--- config.mk ---
export PLATFORM = sky130hd
export DESIGN_NAME = mcycle_ctrl_fsm_flat
export DESIGN_NICKNAME = d
export VERILOG_FILES = /design/src/rtl/mcycle_ctrl_fsm_if.sv /design/src/rtl/mcycle_ctrl_fsm.sv /design/src/flat_wrapper.sv
export SDC_FILE = /design/constraint.sdc
export NUM_CORES = 1
export LEC_CHECK = 0
export CAP_MARGIN = 40
export CORE_AREA = 2 2 84 70
export DETAILED_ROUTE_END_ITERATION = 6
export DIE_AREA = 0 0 86 72
export SLEW_MARGIN = 15
export SYNTH_ARGS = -nofsm -noshare
export SYNTH_HDL_FRONTEND = slang
export SYNTH_SLANG_ARGS = --single-unit
--- constraint.sdc ---
create_clock -name iclk -period 2.6 [get_ports iclk]
set_input_delay 0.78 -clock iclk [delete_from_list [all_inputs] [get_ports iclk]]
set_output_delay 0.78 -clock iclk [all_outputs]
set_load 0.1 [all_outputs]
--- src/rtl/mcycle_ctrl_fsm_if.sv ---
// Datapath control bundle for the multicycle MIPS control FSM.
// master: FSM side (reads opcode/ready, drives controls); slave: datapath side.
interface mcycle_ctrl_fsm_if;
    logic [5:0] iOp;
    logic       iMemReady;
    logic       oPCWrite;
    logic       oPCWriteCond;
    logic       oIorD;
    logic       oMemRead;
    logic       oMemWrite;
    logic       oMemtoReg;
    logic       oIRWrite;
    logic       oALUSrcA;
    logic       oRegWrite;
    logic       oRegDst;
    logic [1:0] oPCSource;
    logic [1:0] oALUOp;
    logic [1:0] oALUSrcB;

    modport master (
        input  iOp, iMemReady,
        output oPCWrite, oPCWriteCond, oIorD, oMemRead, oMemWrite,
        output oMemtoReg, oIRWrite, oALUSrcA, oRegWrite, oRegDst,
        output oPCSource, oALUOp, oALUSrcB
    );

    modport slave (
        output iOp, iMemReady,
        input  oPCWrite, oPCWriteCond, oIorD, oMemRead, oMemWrite,
        input  oMemtoReg, oIRWrite, oALUSrcA, oRegWrite, oRegDst,
        input  oPCSource, oALUOp, oALUSrcB
    );
endinterface

--- src/rtl/mcycle_ctrl_fsm.sv ---
// Multicycle MIPS main control FSM: fetch/decode/execute/mem/writeback sequencing.
// Ports: iclk, irst_n (async low), bus (opcode, mem ready, controls), oState, oIllegal, oRetired.
module mcycle_ctrl_fsm #(
    parameter int RETIRE_W = 16
) (
    input  logic                iclk,
    input  logic                irst_n,
    mcycle_ctrl_fsm_if.master   bus,
    output logic [3:0]          oState,
    output logic                oIllegal,
    output logic [RETIRE_W-1:0] oRetired
);
    typedef enum logic [3:0] {
        FETCH  = 4'd0,  DECODE = 4'd1,  MEMADR = 4'd2,  MEMRD  = 4'd3,
        MEMWB  = 4'd4,  MEMWR  = 4'd5,  EXEC   = 4'd6,  ALUWB  = 4'd7,
        BRANCH = 4'd8,  JUMP   = 4'd9,  ADDIEX = 4'd10, ADDIWB = 4'd11
    } state_t;

    localparam logic [5:0] OP_R    = 6'b000000;
    localparam logic [5:0] OP_LW   = 6'b100011;
    localparam logic [5:0] OP_SW   = 6'b101011;
    localparam logic [5:0] OP_BEQ  = 6'b000100;
    localparam logic [5:0] OP_J    = 6'b000010;
    localparam logic [5:0] OP_ADDI = 6'b001000;

    state_t              r_state;
    state_t              w_next;
    logic                w_retire;
    logic                w_illegal;
    logic [RETIRE_W-1:0] r_retired;

    always_ff @(posedge iclk or negedge irst_n) begin
        if (!irst_n) begin
            r_state   <= FETCH;
            r_retired <= '0;
        end else begin
            r_state <= w_next;
            if (w_retire)
                r_retired <= r_retired + RETIRE_W'(1);
        end
    end

    always_comb begin
        w_next    = r_state;
        w_retire  = 1'b0;
        w_illegal = 1'b0;
        unique case (r_state)
            FETCH:  if (bus.iMemReady) w_next = DECODE;
            DECODE: begin
                unique case (bus.iOp)
                    OP_R:         w_next = EXEC;
                    OP_LW, OP_SW: w_next = MEMADR;
                    OP_BEQ:       w_next = BRANCH;
                    OP_J:         w_next = JUMP;
                    OP_ADDI:      w_next = ADDIEX;
                    default: begin
                        w_illegal = 1'b1;
                        w_next    = FETCH;
                    end
                endcase
            end
            MEMADR: w_next = (bus.iOp == OP_LW) ? MEMRD : MEMWR;
            MEMRD:  if (bus.iMemReady) w_next = MEMWB;
            MEMWR: begin
                if (bus.iMemReady) begin
                    w_next   = FETCH;
                    w_retire = 1'b1;
                end
            end
            EXEC:   w_next = ALUWB;
            ADDIEX: w_next = ADDIWB;
            MEMWB, ALUWB, ADDIWB, BRANCH, JUMP: begin
                w_next   = FETCH;
                w_retire = 1'b1;
            end
            default: w_next = FETCH;
        endcase
    end

    // Reset gates every control, including the FETCH read that
    // the reset state would otherwise decode to.
    always_comb begin
        bus.oPCWrite     = 1'b0;
        bus.oPCWriteCond = 1'b0;
        bus.oIorD        = 1'b0;
        bus.oMemRead     = 1'b0;
        bus.oMemWrite    = 1'b0;
        bus.oMemtoReg    = 1'b0;
        bus.oIRWrite     = 1'b0;
        bus.oALUSrcA     = 1'b0;
        bus.oRegWrite    = 1'b0;
        bus.oRegDst      = 1'b0;
        bus.oPCSource    = 2'b00;
        bus.oALUOp       = 2'b00;
        bus.oALUSrcB     = 2'b00;
        if (irst_n) begin
            unique case (r_state)
                FETCH: begin
                    bus.oMemRead = 1'b1;
                    bus.oALUSrcB = 2'b01;
                    bus.oIRWrite = bus.iMemReady;
                    bus.oPCWrite = bus.iMemReady;
                end
                DECODE: bus.oALUSrcB = 2'b11;
                MEMADR, ADDIEX: begin
                    bus.oALUSrcA = 1'b1;
                    bus.oALUSrcB = 2'b10;
                end
                MEMRD: begin
                    bus.oMemRead = 1'b1;
                    bus.oIorD    = 1'b1;
                end
                MEMWR: begin
                    bus.oMemWrite = 1'b1;
                    bus.oIorD     = 1'b1;
                end
                MEMWB: begin
                    bus.oMemtoReg = 1'b1;
                    bus.oRegWrite = 1'b1;
                end
                EXEC: begin
                    bus.oALUSrcA = 1'b1;
                    bus.oALUOp   = 2'b10;
                end
                ALUWB: begin
                    bus.oRegDst   = 1'b1;
                    bus.oRegWrite = 1'b1;
                end
                ADDIWB: bus.oRegWrite = 1'b1;
                BRANCH: begin
                    bus.oALUSrcA     = 1'b1;
                    bus.oALUOp       = 2'b01;
                    bus.oPCWriteCond = 1'b1;
                    bus.oPCSource    = 2'b01;
                end
                JUMP: begin
                    bus.oPCWrite  = 1'b1;
                    bus.oPCSource = 2'b10;
                end
                default: ;
            endcase
        end
    end

    assign oState   = r_state;
    assign oIllegal = w_illegal & irst_n;
    assign oRetired = r_retired;
endmodule

--- src/flat_wrapper.sv ---
// flat-port wrapper written by rule: the top's interface ports become plain ports
module mcycle_ctrl_fsm_flat 
#(
    parameter int RETIRE_W = 16
)
  (iclk, irst_n, oState, oIllegal, oRetired, bus_iOp, bus_iMemReady, bus_oPCWrite, bus_oPCWriteCond, bus_oIorD, bus_oMemRead, bus_oMemWrite, bus_oMemtoReg, bus_oIRWrite, bus_oALUSrcA, bus_oRegWrite, bus_oRegDst, bus_oPCSource, bus_oALUOp, bus_oALUSrcB);
  mcycle_ctrl_fsm_if bus_i ();
  input  logic iclk;
  input  logic irst_n;
  output logic [3:0] oState;
  output logic oIllegal;
  output logic [RETIRE_W-1:0] oRetired;
  input wire logic [$bits(bus_i.iOp)-1:0] bus_iOp;
  input wire logic [$bits(bus_i.iMemReady)-1:0] bus_iMemReady;
  output wire logic [$bits(bus_i.oPCWrite)-1:0] bus_oPCWrite;
  output wire logic [$bits(bus_i.oPCWriteCond)-1:0] bus_oPCWriteCond;
  output wire logic [$bits(bus_i.oIorD)-1:0] bus_oIorD;
  output wire logic [$bits(bus_i.oMemRead)-1:0] bus_oMemRead;
  output wire logic [$bits(bus_i.oMemWrite)-1:0] bus_oMemWrite;
  output wire logic [$bits(bus_i.oMemtoReg)-1:0] bus_oMemtoReg;
  output wire logic [$bits(bus_i.oIRWrite)-1:0] bus_oIRWrite;
  output wire logic [$bits(bus_i.oALUSrcA)-1:0] bus_oALUSrcA;
  output wire logic [$bits(bus_i.oRegWrite)-1:0] bus_oRegWrite;
  output wire logic [$bits(bus_i.oRegDst)-1:0] bus_oRegDst;
  output wire logic [$bits(bus_i.oPCSource)-1:0] bus_oPCSource;
  output wire logic [$bits(bus_i.oALUOp)-1:0] bus_oALUOp;
  output wire logic [$bits(bus_i.oALUSrcB)-1:0] bus_oALUSrcB;
  assign bus_i.iOp = bus_iOp;
  assign bus_i.iMemReady = bus_iMemReady;
  assign bus_oPCWrite = bus_i.oPCWrite;
  assign bus_oPCWriteCond = bus_i.oPCWriteCond;
  assign bus_oIorD = bus_i.oIorD;
  assign bus_oMemRead = bus_i.oMemRead;
  assign bus_oMemWrite = bus_i.oMemWrite;
  assign bus_oMemtoReg = bus_i.oMemtoReg;
  assign bus_oIRWrite = bus_i.oIRWrite;
  assign bus_oALUSrcA = bus_i.oALUSrcA;
  assign bus_oRegWrite = bus_i.oRegWrite;
  assign bus_oRegDst = bus_i.oRegDst;
  assign bus_oPCSource = bus_i.oPCSource;
  assign bus_oALUOp = bus_i.oALUOp;
  assign bus_oALUSrcB = bus_i.oALUSrcB;
  mcycle_ctrl_fsm #(.RETIRE_W(RETIRE_W)) u_core (.iclk(iclk), .irst_n(irst_n), .bus(bus_i), .oState(oState), .oIllegal(oIllegal), .oRetired(oRetired));
endmodule
==> summary.md, run 1 <==
| Metric | Value |
|---|---|
| Chip Height | between 70 and 80 um |
| Sequential share of the synthesized area | 38.9% |
| CTS tree | yes |
| Grt ovf | 0 |
| Mapped Nets | between 150 and 200 |
| Rel. slew slack | 74.8% |
| Die Span X | roughly 86 um |
| Most common cell after layout, fill and taps aside | buf_4 |
| WP data required | 1.82 ns |
| Post-synth cell types | 43 |
| Post-detail-place hpwl | 2810 um |
| Final Max Tran Viols | 0 |
| RSZ-0062 raised after global routing | yes |
| CP Cell Sequence | buf_6 -> or3_4 -> o21a_1 -> o31ai_2 -> nor3_2 -> buf_12 |
| Most frequent cells in the layout | buf_4, buf_12, dfrtp_1 |
| Row Count | 24 |
| Setup ws final | -0.119 ns |
| Root Buffer | clkbuf_8 |
| Crit share post-route | 105% |
| Fin crit period | 2.72 ns |
| Setup TNS | -0.119 ns |
| Via total after detailed routing | 1348 |
| Core area | 5320 um2 |
| Flops & latches, synth | 20 |
| Vias/cell | 4.90 |
| Routed Wire Length | 3550 um |
| Drc violations | 0 |
| Area grow syn2layout | 77.4% |
| Synthesized netlist cell count | 143 |
| Worst EP arrival | around 1.9 ns |
| TritonRoute pass-1 iters | 4 |
| CTS Buffer Depth | 2 |
| Primary FF master, synth | dfrtp_1 |
| CTS hold repair buffers | 0 |
| Pwr/cell area | 559 nW/um2 |
| Crit path kind | input pin to output port |
| Post-Syn Area | 1290 um2 |
| Slew @ Worst Pin | 0.368 ns |
| Post-Synth Adder-Cell Area | 0.973% |
| Run status | finished, violations left |
| Slowest stage delay, CP | roughly 0.38 ns |
| Layout Nets | 221 |
| Wire length per cell | 12.9 um |
| Maxcap violations | 0 |
| Main combinational cell family by area after synthesis | simple AND/OR/NAND/NOR gates |
| First DRT Iteration DRCs | 99 |
| Leading area contributor after synthesis | dfrtp_1 |
| Share of flip-flops with an asynchronous set or reset | 100% |
| Crit-path slowest cell | or3_4 |
| Synth Area in XOR/XNOR | between 10 and 15% |
| Post-synth top area share | 38.9% |
| Clock transition at path regs | 0.08 ns |
| Placed inst area | 2220 um2 |
| Initial Util | 24.2% |
| Antenna violations before repair | 0 |
| Failing checks | setup timing |
| Post-synthesis mux area share | less than 1% |
| # clock sinks | 20 |
| Reg-to-Reg Start | u_core.oState[1] |
| Final Hold Fails | 0 |
| ANT nets after route | 0 |
| Number of global-route vias before repair | 1278 |
| Final Skew | 0.00700 ns |
| Post-synthesis compound-gate area fraction | 11.9% |
| Final setup viols | 1 |
| Crit path launch | bus_iOp[5] |
| H-tree Lvls | 1 |
| Post-synth EDFFs | 0 |
| GR Util All Layers | 11.8% |
| VDD IR max | approximately 0.00053 V |
| Design area | 2280 um2 |
| Latest clock arrival within the worst-skew pair | roughly 0.26 ns |
| Crit start category | input pin |
| Port Buf Inserts | 45 |
| First-pass GRT wire length | roughly 6000 um |
| Ant. Diodes | 0 |
| Total CTS buffers | 3 |
| Gpl congestion | a little over 0.8 |
| Crit-path max FO | 2 |
| Boundary Pins | 46 |
| Worst Hold Class | input pin to async pin |
| Post-Synth Simple-Gate Area | around 32% |
| Avg Cell Area, Syn | about 9.0 um2 |
| Fraction of layout instances using a drive strength above 1 | 47.6% |
| Pin count of the biggest net entering global routing | 20 |
| Non-filler instance count after layout | 275 |
| Die area | ~6200 um2 |
| Number of placed instances, taps included | approximately 270 |
| Synth area leaders | dfrtp_1, xor2_1, nor3_1 |
| Max Fclk | 0.368 GHz |
| Pleak | 0.890 nW |
| Synthesis Warnings | 0 |
| Crit path capture type | output port |
-- kinds of logic after synthesis --
kind of cell,Yosys count
DFF,20
and+or+nand+nor,74
AOI/OAI and AO/OA,21
adders and majority gates,1
muxes,1
buffers and inverters,9
xor gates and xnor gates,17
-- flip-flops by register name, indices dropped and copies added (netlist names) --
register / flops
u_core.oRetired: 16
u_core.oState: 4
-- timing repair --
action	4_1_cts	5_1_grt
pin swaps	7	3
setup buffers	3	0
setup endpoints to repair	17	1
gates resized for setup	30	0
-- cells in the mapped netlist (2+ instances only) --
| cell | instances |
|---|---|
| a21oi_1 | 5 |
| and3_1 | 4 |
| clkbuf_1 | 4 |
| dfrtp_1 | 20 |
| nand2_1 | 11 |
| nand2b_1 | 6 |
| nand3_1 | 6 |
| nand4_1 | 5 |
| nor2_1 | 10 |
| nor2b_1 | 3 |
| nor3_1 | 12 |
| nor4_1 | 6 |
| o21a_1 | 2 |
| o21ai_0 | 4 |
| o32ai_1 | 2 |
| xnor2_1 | 5 |
| xor2_1 | 12 |
-- metal layers --
| metal | routed length [um] | global-route usage [%] | vias up |
|---|---|---|---|
| li1 | - | - | 667 |
| met1 | 1710 | 17.2 | 654 |
| met2 | 1710 | 18.6 | 27 |
| met3 | 130 | 2.16 | 0 |
| met4 | 0 | 1.59 | 0 |
| met5 | 0 | 0 | - |
-- power by group --
part	internal (mW)	total, mW	leakage (nW)	switching [mW]
Sequential	0.345	0.415	0.218	0.0691
Combinational	0.178	0.622	0.643	0.443
Clock	0.135	0.238	0.0288	0.103
Total	0.659	1.27	0.890	0.616
-- worst max-delay path, delay by kind of cell --
kind	cells	cell delay [ns]
simple gates	2	0.47
compound gates	2	0.42
buf+inv	2	0.27
-- final cells by class --
class	instances	area, um2
flip-flops and latches	20	515
inverters	1	3.75
well taps	65	81.3
repair buffers	71	743
multi-input cells	114	883
fillers	511	3030
clock buffers	4	55.1
-- stage by stage --
| stage | power [mW] | setup slack (ns) | utilization [%] | hold slack (ns) |
|---|---|---|---|---|
| floorplan | 0.883 | -0.716 | - | 0.484 |
| global placement | 1.05 | -0.517 | 41.7 | 0.479 |
| detailed placement | 1.05 | -0.539 | 41.7 | 0.483 |
| CTS | 1.28 | -0.175 | 42.9 | 0.446 |
| global route | 1.33 | -0.172 | 42.9 | 0.445 |
| finish | 1.27 | -0.119 | 42.9 | 0.439 |
-- path summary, 6_finish.rpt --
| path | depth (start not counted) | to | slack, ns |
|---|---|---|---|
| hold reg to reg | 1 | u_core.oRetired[15] | 0.48 |
| max in group asynchronous | 3 | u_core.oState[3] | 1.71 |
| setup / recovery | 6 | oIllegal | -0.12 |
| hold / removal | 2 | u_core.oState[2] | 0.44 |
| min in group iclk | 1 | u_core.oRetired[15] | 0.48 |
| setup reg to reg | 5 | u_core.oRetired[10] | 0.54 |
Power figures use the tool's default switching activity.
==> run 2, diff against run 1 <==
Settings changed: REMOVE_ABC_BUFFERS set to 1.
==> summary.md, run 2 (synthesized netlist as in run 1, its figures left out) <==
| Metric | Value |
|---|---|
| Run status | finished, violations left (unchanged) |
| Failing checks | setup timing (unchanged) |
| Row Count | 24 (unchanged) |
| Wire length on met3 | 135 um (was 130 um) |
| CP Cell Sequence | buf_6 -> xor2_1 -> o211ai_1 -> o31ai_4 -> nor3_4 -> buf_12 (was buf_6 -> or3_4 -> o21a_1 -> o31ai_2 -> nor3_2 -> buf_12) |
| Via total after detailed routing | 1338 (was 1348) |
| Pint | 0.744 mW (was 0.659 mW) |
| Slew @ Worst Pin | 0.357 ns (was 0.368 ns) |
| Drc violations | 0 (unchanged) |
| GR Util All Layers | 12.5% (was 11.8%) |
| Psw | 0.616 mW (about the same) |
| Fin crit period | 2.72 ns (about the same) |
| Combinational power share | 47.6% (was 48.8%) |
| Antenna violations before repair | 0 (unchanged) |
| Final Skew | 0.00687 ns (was 0.00700 ns) |
| Hold slack final | 0.445 ns (was 0.439 ns) |
| Initial Util | 24.2% (unchanged) |
| Number of flip-flops under the largest register name | 16 (unchanged) |
| Final core occ | 43.4% (was 42.9%) |
| Clock transition at path regs | 0.07 ns (was 0.08 ns) |
| Most frequent cells in the layout | buf_4, buf_12, dfrtp_1 (unchanged) |
| Crit-path slowest cell | o211ai_1 (was or3_4) |
| Setup ws final | -0.122 ns (was -0.119 ns) |
| First DRT Iteration DRCs | 68 (was 99) |
| WP data required | 1.82 ns (about the same) |
| # clock sinks | 20 (unchanged) |
| Die area | 6190 um2 (unchanged) |
| Latest clock arrival within the worst-skew pair | 0.26 ns (about the same) |
| Total CTS buffers | 3 (unchanged) |
| Layout Nets | 226 (was 221) |
| Wire length per cell | 13.5 um (was 12.9 um) |
| Fraction of layout instances using a drive strength above 1 | 43.3% (was 47.6%) |
| Vias/cell | 4.78 (was 4.90) |
| Met1 wire length | 1770 um (was 1710 um) |
| Dpl ws | -0.511 ns (was -0.539 ns) |
| Crit path capture type | output port (unchanged) |
| Slowest stage delay, CP | 0.33 ns (was 0.38 ns) |
| Grt ovf | 0 (unchanged) |
| Part of the power in registers | 29.7% (was 32.5%) |
| Chip Height | 72 um (unchanged) |
| Crit start category | input pin (unchanged) |
| Post-detail-place hpwl | 2870 um (was 2810 um) |
| Core area | 5320 um2 (unchanged) |
| Clock power share | 22.7% (was 18.7%) |
| ANT nets after route | 0 (unchanged) |
| Worst EP arrival | 1.94 ns (about the same) |
| Top Metal Used | met4 (was met3) |
| Number of global-route vias before repair | 1321 (was 1278) |
| VDD IR max | 0.000724 V (was 0.000526 V) |
| Crit-path max FO | 3 (was 2) |
| Pleak | 0.945 nW (was 0.890 nW) |
| Maxcap violations | 0 (unchanged) |
| RSZ-0062 raised after global routing | yes (unchanged) |
| Root Buffer | clkbuf_8 (unchanged) |
| Routed Wire Length | 3770 um (was 3550 um) |
| Final Max Tran Viols | 0 (unchanged) |
| Worst Hold Class | input pin to async pin (unchanged) |
| Crit share post-route | 105% (about the same) |
| Boundary Pins | 46 (unchanged) |
| H-tree Lvls | 1 (unchanged) |
| Ant. Diodes | 0 (unchanged) |
| Area grow syn2layout | 79.2% (was 77.4%) |
| Gpl congestion | 0.758 (was 0.831) |
| Sw Share | 45.3% (was 48.3%) |
| Most common cell after layout, fill and taps aside | buf_4 (unchanged) |
| Die Span X | 86 um (unchanged) |
| Pwr/cell area | 590 nW/um2 (was 559 nW/um2) |
| CTS Buffer Depth | 2 (unchanged) |
| CTS tree | yes (unchanged) |
| CTS hold repair buffers | 0 (unchanged) |
| Max Fclk | 0.367 GHz (was 0.368 GHz) |
| TritonRoute pass-1 iters | 7 (was 4) |
| Port Buf Inserts | 45 (unchanged) |
| Pin count of the biggest net entering global routing | 17 (was 20) |
| Final Hold Fails | 0 (unchanged) |
| First-pass GRT wire length | 6430 um (was 6000 um) |
| Final setup viols | 1 (unchanged) |
| Crit path kind | input pin to output port (unchanged) |
| Worst-case reg-to-reg path depth | 6 (was 5) |
| Total chip power | 1.36 mW (was 1.27 mW) |
| DR WL met2 | 1830 um (was 1710 um) |
| Rel. slew slack | 75.6% (was 74.8%) |
run 2: per-layer routing:
layer / GRT usage (%) / vias up
li1: - / 671
met1: 18.9 / 631
met2: 19.6 / 32
met3: 1.14 / 4
met4: 2.65 / 0
met5: 0 / -
run 2: what timing repair did:
item                                    CTS  global route
gates resized for setup                  41             6
cloned                                    0             0
endpoints found under the setup margin   17             2
pin swaps                                 7             6
setup buffers                             2             0
run 2: power groups by stage:
stage	registers, mW	logic, mW	clock network (mW)
finish	0.404	0.647	0.309
global route	0.413	0.677	0.321
CTS	0.403	0.645	0.312
detailed placement	0.407	0.633	0
global placement	0.407	0.631	0
floorplan	0.631	0.194	0
run 2: stage by stage:
step | std cells | setup TNS (ns) | area, um2
finish | 280 | -0.122 | 2300
global route | 280 | -0.148 | 2300
CTS | 280 | -0.173 | 2280
detailed placement | 274 | -5.02 | 2150
global placement | 274 | -4.82 | 2150
floorplan | 135 | -27.89 | 1240
run 2: critical path, delay by kind of cell:
kind,cells,cell delay [ns]
compound gates,2,0.48
buf+inv,2,0.30
simple gates,1,0.24
xor+xnor,1,0.14
run 2: cell type report:
type,count,area (um2)
clock buffer,3,41.3
timing repair buffer,76,837
multi-input combinational,114,808
fill,507,3010
tap,65,81.3
inverter,1,3.75
clock inverter,1,30.0
sequential,20,503
run 2: path summary, 6_finish.rpt:
check | slack, ns | end | start
max | -0.12 | oIllegal | bus_iOp[2]
min | 0.45 | u_core.oState[1] | irst_n
max reg2reg | 0.42 | u_core.oRetired[15] | u_core.oState[0]
min reg2reg | 0.49 | u_core.oRetired[13] | u_core.oRetired[13]
max in group asynchronous | 1.93 | u_core.oRetired[1] | irst_n
min in group iclk | 0.49 | u_core.oRetired[13] | u_core.oRetired[13]
